--- src/rtl/proc_pkg.sv ---
// Shared types and constants for the instruction loader and the core it feeds.
package proc_pkg;

    localparam int INSTR_W = 16;
    localparam int ADDR_W  = 8;

    typedef enum logic [2:0] {
        IDLE,
        LEN,
        HI,
        LO,
        CHK,
        DONE,
        ERR
    } state_t;

endpackage

--- src/rtl/idle_timer.sv ---
// Counts idle cycles between accepted bytes and flags when TIMEOUT is reached.
// TIMEOUT = 0 disables the flag entirely.
module idle_timer #(
    parameter int TIMEOUT = 1000000
) (
    input  logic clk,
    input  logic rst,
    input  logic enable,
    input  logic clear,
    output logic expired
);

    localparam int CW = (TIMEOUT < 2) ? 1 : $clog2(TIMEOUT + 1);
    localparam logic [CW-1:0] LIMIT = CW'(TIMEOUT);

    logic [CW-1:0] count;

    // Saturates at LIMIT so the flag stays up until the FSM leaves the timed states.
    always_ff @(posedge clk) begin
        if (rst || clear || !enable) begin
            count <= '0;
        end else if (count != LIMIT) begin
            count <= count + CW'(1);
        end
    end

    assign expired = (TIMEOUT != 0) && (count == LIMIT);

endmodule

--- src/rtl/instr_loader.sv ---
// Fills instruction memory from a length-prefixed byte stream and holds the core
// in reset until a load completes. Define LOADER_CHECKSUM_EN for the XOR check byte.
module instr_loader #(
    parameter int ADDR_W  = proc_pkg::ADDR_W,
    parameter int INSTR_W = proc_pkg::INSTR_W,
    parameter int TIMEOUT = 1000000
) (
    input  logic               clk,
    input  logic               rst,
    input  logic               load_req,
    input  logic [7:0]         in_data,
    input  logic               in_valid,
    output logic               in_ready,
    output logic               mem_we,
    output logic [ADDR_W-1:0]  mem_addr,
    output logic [INSTR_W-1:0] mem_wdata,
    output logic               cpu_rst,
    output logic               load_done,
    output logic               load_err,
    output logic [ADDR_W:0]    words_loaded
);

    import proc_pkg::*;

    localparam int CNT_W = ADDR_W + 1;

    state_t            state, next_state;
    logic [CNT_W-1:0]  remaining;
    logic [ADDR_W-1:0] addr;
    logic [7:0]        hi_byte;
    logic              byte_accepted;
    logic              timed_state;
    logic              expired;
    logic              start_load;
    state_t            after_last;

`ifdef LOADER_CHECKSUM_EN
    logic [7:0] xor_acc;
    assign after_last = CHK;
`else
    assign after_last = DONE;
`endif

    assign byte_accepted = in_valid && in_ready;
    assign timed_state   = (state == HI) || (state == LO) || (state == CHK);
    assign start_load    = load_req && ((state == IDLE) || (state == DONE) || (state == ERR));

    idle_timer #(.TIMEOUT(TIMEOUT)) u_idle_timer (
        .clk     (clk),
        .rst     (rst),
        .enable  (timed_state),
        .clear   (byte_accepted),
        .expired (expired)
    );

    always_ff @(posedge clk) begin
        if (rst) begin
            state <= IDLE;
        end else begin
            state <= next_state;
        end
    end

    // An expired timer wins over a byte arriving in the same cycle, so in_ready drops with it.
    always_comb begin
        next_state = state;
        in_ready   = 1'b0;
        case (state)
            IDLE, DONE, ERR: begin
                if (load_req) next_state = LEN;
            end
            LEN: begin
                in_ready = 1'b1;
                if (in_valid) next_state = HI;
            end
            HI: begin
                if (expired) begin
                    next_state = ERR;
                end else begin
                    in_ready = 1'b1;
                    if (in_valid) next_state = LO;
                end
            end
            LO: begin
                if (expired) begin
                    next_state = ERR;
                end else begin
                    in_ready = 1'b1;
                    if (in_valid) next_state = (remaining == CNT_W'(1)) ? after_last : HI;
                end
            end
`ifdef LOADER_CHECKSUM_EN
            CHK: begin
                if (expired) begin
                    next_state = ERR;
                end else begin
                    in_ready = 1'b1;
                    if (in_valid) next_state = (in_data == xor_acc) ? DONE : ERR;
                end
            end
`endif
            default: next_state = IDLE;
        endcase
    end

    // cpu_rst only drops after a full cycle in DONE, so the final write lands first.
    always_ff @(posedge clk) begin
        if (rst) begin
            remaining    <= '0;
            addr         <= '0;
            hi_byte      <= '0;
            mem_we       <= 1'b0;
            mem_addr     <= '0;
            mem_wdata    <= '0;
            cpu_rst      <= 1'b1;
            load_done    <= 1'b0;
            load_err     <= 1'b0;
            words_loaded <= '0;
        end else begin
            mem_we  <= 1'b0;
            cpu_rst <= !((state == DONE) && (next_state == DONE));
            if (start_load) begin
                load_done    <= 1'b0;
                load_err     <= 1'b0;
                words_loaded <= '0;
            end
            if ((next_state == DONE) && (state != DONE)) load_done <= 1'b1;
            if ((next_state == ERR) && (state != ERR)) load_err <= 1'b1;
            if (byte_accepted) begin
                case (state)
                    LEN: begin
                        remaining <= (in_data == 8'd0) ? CNT_W'(256) : CNT_W'(in_data);
                        addr      <= '0;
                    end
                    HI: hi_byte <= in_data;
                    LO: begin
                        mem_we       <= 1'b1;
                        mem_addr     <= addr;
                        mem_wdata    <= {hi_byte, in_data};
                        addr         <= addr + ADDR_W'(1);
                        remaining    <= remaining - CNT_W'(1);
                        words_loaded <= words_loaded + CNT_W'(1);
                    end
                    default: ;
                endcase
            end
        end
    end

`ifdef LOADER_CHECKSUM_EN
    always_ff @(posedge clk) begin
        if (rst) begin
            xor_acc <= '0;
        end else if (byte_accepted) begin
            if (state == LEN) xor_acc <= '0;
            else if ((state == HI) || (state == LO)) xor_acc <= xor_acc ^ in_data;
        end
    end
`endif

endmodule

--- config.mk ---
export PLATFORM = sky130hd
export DESIGN_NAME = instr_loader
export DESIGN_NICKNAME = d
export VERILOG_FILES = /design/src/rtl/proc_pkg.sv /design/src/rtl/idle_timer.sv /design/src/rtl/instr_loader.sv
export SDC_FILE = /design/constraint.sdc
export NUM_CORES = 1
export LEC_CHECK = 0
export CAP_MARGIN = 20
export CORE_UTILIZATION = 59
export DETAILED_ROUTE_END_ITERATION = 16
export GPL_TIMING_DRIVEN = 0
export PLACE_DENSITY = 0.93
export SYNTH_ARGS = -nofsm -noshare
export SYNTH_HDL_FRONTEND = slang
export SYNTH_HIERARCHICAL = 1
export SYNTH_SLANG_ARGS = --single-unit
--- constraint.sdc ---
create_clock -name clk -period 5.8 [get_ports clk]
set_input_delay 0.58 -clock clk [delete_from_list [all_inputs] [get_ports clk]]
set_output_delay 0.58 -clock clk [all_outputs]
set_load 0.05 [all_outputs]
==> reports/metrics.yaml <==
synthesis:
  synth_edf_count: 0
  syn_inst: 481
  async_reset_ff_share_pct: 0
  syn_nets: 499
  yosys-top-cells-count: "85 x dfxtp_1, 75 x nand2_1, 57 x nor2_1"
  yosys-top-cells-area: "dfxtp_1 43%, nand2_1 7.1%, a21oi_1 6.7%, nor2_1 5.4%, mux2i_1 2.8%"
  syn-cell-area_um2: 3940
  ys.flop_type: "dfxtp_1"
  seq_area_frac_synth_pct: 43.19
  yosysUniqueCellTypes: 60
  yosysTopAreaCell: "dfxtp_1"
  ys_seq_elements: 85
  yosysWarnings: 6
  synth_most_common_cell: "dfxtp_1"
  syn-mean-instance-area_um2: 8.191
  synth_top_cell_area_share_pct: 43.19
worst_setup_path:
  crit_type: "register to output port"
  reg2reg_depth: 11
  worstSetupEndpointType: "output port"
  crit_end: "in_ready"
  crit_required_ns: 5.22
  start_kind: "register"
  critPathMaxFanout: 10
  critPathLaunch: "u_idle_timer/count[10]"
  arrival_ns: 2.91
  reg2reg_slack_ns: 2.90
  timing.rr.start: "u_idle_timer/count[10]"
  r2r-end: "u_idle_timer/count[14]"
timing:
  setup_ws_ns: 2.307
  setup_viol: 0
  fin_crit_ns: 3.493
  fin_setup_tns_ns: 0
  fin_crit_sh_pct: 60.23
  drv_slew: 0
  fin_worst_skew_ns: 0.008485
  rsz0062_at_grt: "false"
  slew_headroom_pct: 60.13
  tightestPinTransition_ns: 0.5898
  max_freq_mhz: 286.3
  hold_viol: 0
place:
  gp_congestion: 0.9036
  dp_slack_ns: 2.770
  hpwl_um: 6931
  postPlaceCellArea_um2: 4527
  io_buffers: 49
die:
  io_pins: 50
  dieHeight_um: 83.72
  rows: 29
  core_area_um2: 6386
  dieArea_um2: 7009
  die_w_um: 83.72
  start_util_pct: 61.70
clock_tree:
  clock_sinks: 85
  tritoncts: "done"
  path_clk_slew_ns: 0.09
  post-cts-setup-buffers: 0
  cts_hold_repair.buffers: 0
  clock_latency_ns: 0.36
  htreeDepth: 3
  cts_buffers: 9
  cts_buffer_depth: 2
  cts_resized: 0
  clockRootBuffer: "clkbuf_8"
global_routing:
  grt_pass1_vias: 3755
  grt_max_degree: 15
  grt_first_pass_wirelength_um: 17530
  grt-ovfl-total: 0
  grt_usage_pct: 30.75
  antenna_found_initial: 0
drt:
  drtIter0Drc: 460
  firstDrtPassIters: 5
  drc: 0
  ant_nets: 0
  drt-wirelength-per-cell_um: 16.53
  vias: 3901
  drt-total-wl_um: 10300
  routed_via_density: 6.262
pwr:
  p_per_area_nw_per_um2: 258.1
  peakVddDrop_uv: 179.5
  p_leak_nw: 1.635
final_layout:
  nNetsFinal: 559
  synthToLayoutAreaGrowth_pct: 21.18
  drive_above_1_share_pct: 6.960
  fillers: 445
  antenna_cells: 0
  fin_area_um2: 4775
run_status:
  status: "completed"
run:
  cap_violations: 0
worst_hold_path:
  hold_depth: 2
  min-delay-path-class: "register to register"
kinds of logic (layout without fill, tap and decap cells):
logic type / Yosys count / in the layout / synth area share [%]
AND/OR/NAND/NOR: 230 / 230 / 29.57
AO/OA/AOI/OAI: 100 / 100 / 14.99
flip-flops: 85 / 85 / 43.19
buffers and inverters: 32 / 97 / 3.779
XOR/XNOR: 17 / 17 / 3.779
multiplexers: 11 / 11 / 2.795
adder cells (fa/ha/maj): 6 / 6 / 1.905
layout by cell type, fill, tap and decap left out, types with 5 or more instances in the layout:
master and count:
nor4_1 7, a21oi_1 53, o21ai_0 14, nor2_1 57, nand3b_1 6, inv_1 9, clkdlybuf4s50_1 49, clkbuf_1 12
ha_1 6, xor2_1 6, buf_2 8, xnor2_1 11, dfxtp_1 85, nand3_1 16, clkbuf_8 10, nor3_1 12
a211oi_1 5, nand2_1 75, nand2b_1 11, a311oi_1 5, nand4_1 6, mux2i_1 11
area by class of cell:
class | instances | area (µm²) | share of cell area (%)
multi-input combinational | 364 | 2090 | 43.76
buffer | 23 | 115.1 | 2.411
sequential | 85 | 1702 | 35.64
tap | 77 | 96.34 | 2.018
clock inverter | 5 | 106.4 | 2.227
clock buffer | 11 | 141.4 | 2.961
inverter | 9 | 33.78 | 0.7075
timing repair buffer | 49 | 490.5 | 10.27
worst max-delay path, stage by stage, from the launching register on:
cell and delay [ns]:
dfxtp_1 0.36, nor4_1 0.38, nand4_1 0.27, nor4_1 0.41, buf_6 0.20, nand2b_1 0.11
a21oi_1 0.09, clkdlybuf4s50_1 0.72
metrics by stage:
stage | total power, W | hold slack, ns | instances | utilization [%]
final | 0.001232 | 0.4539 | 623 | 74.76
after global routing | 0.001272 | 0.4723 | 623 | 74.76
after detailed placement | 0.0007211 | 0.4454 | 607 | 70.89
after global placement | 0.0007170 | 0.4388 | 607 | 70.89
after CTS | 0.001230 | 0.4568 | 623 | 74.76
after floorplan | 0.0006846 | 0.4316 | 481 | -
power breakdown:
group | leakage [nW] | internal (W) | switching, W | total [W]
clock | 0.120 | 0.000300 | 0.000220 | 0.000519
combinational | 0.829 | 0.0000407 | 0.0000735 | 0.000114
sequential | 0.686 | 0.000591 | 0.00000799 | 0.000599
total | 1.63 | 0.000931 | 0.000301 | 0.00123
state kept, by name (all words and copies together) (netlist names), 3 cells and up:
name and cells:
mem_addr 8, state 3, remaining 9, hi_byte 8
mem_wdata 16, addr 8, u_idle_timer/count 20, words_loaded 9
layer usage:
metal	vias up	wire length, µm	track usage [%]
met5	-	0	0
met4	0	260	15.10
met3	30	837	4.352
met2	213	5047	50.41
met1	1856	4155	39.79
li1	1802	-	-
worst min path at each step:
stage	startpoint	end	slack, ns
6_report	mem_addr[7]	mem_addr[7]	0.45
4_1_cts	mem_addr[7]	mem_addr[7]	0.46
5_1_grt	hi_byte[5]	mem_wdata[13]	0.47
3_5_place_dp	mem_addr[7]	mem_addr[7]	0.45
3_3_place_gp	hi_byte[0]	mem_wdata[8]	0.44
2_1_floorplan	hi_byte[2]	mem_wdata[10]	0.43
No activity file was read; power rests on OpenSTA's default activity.
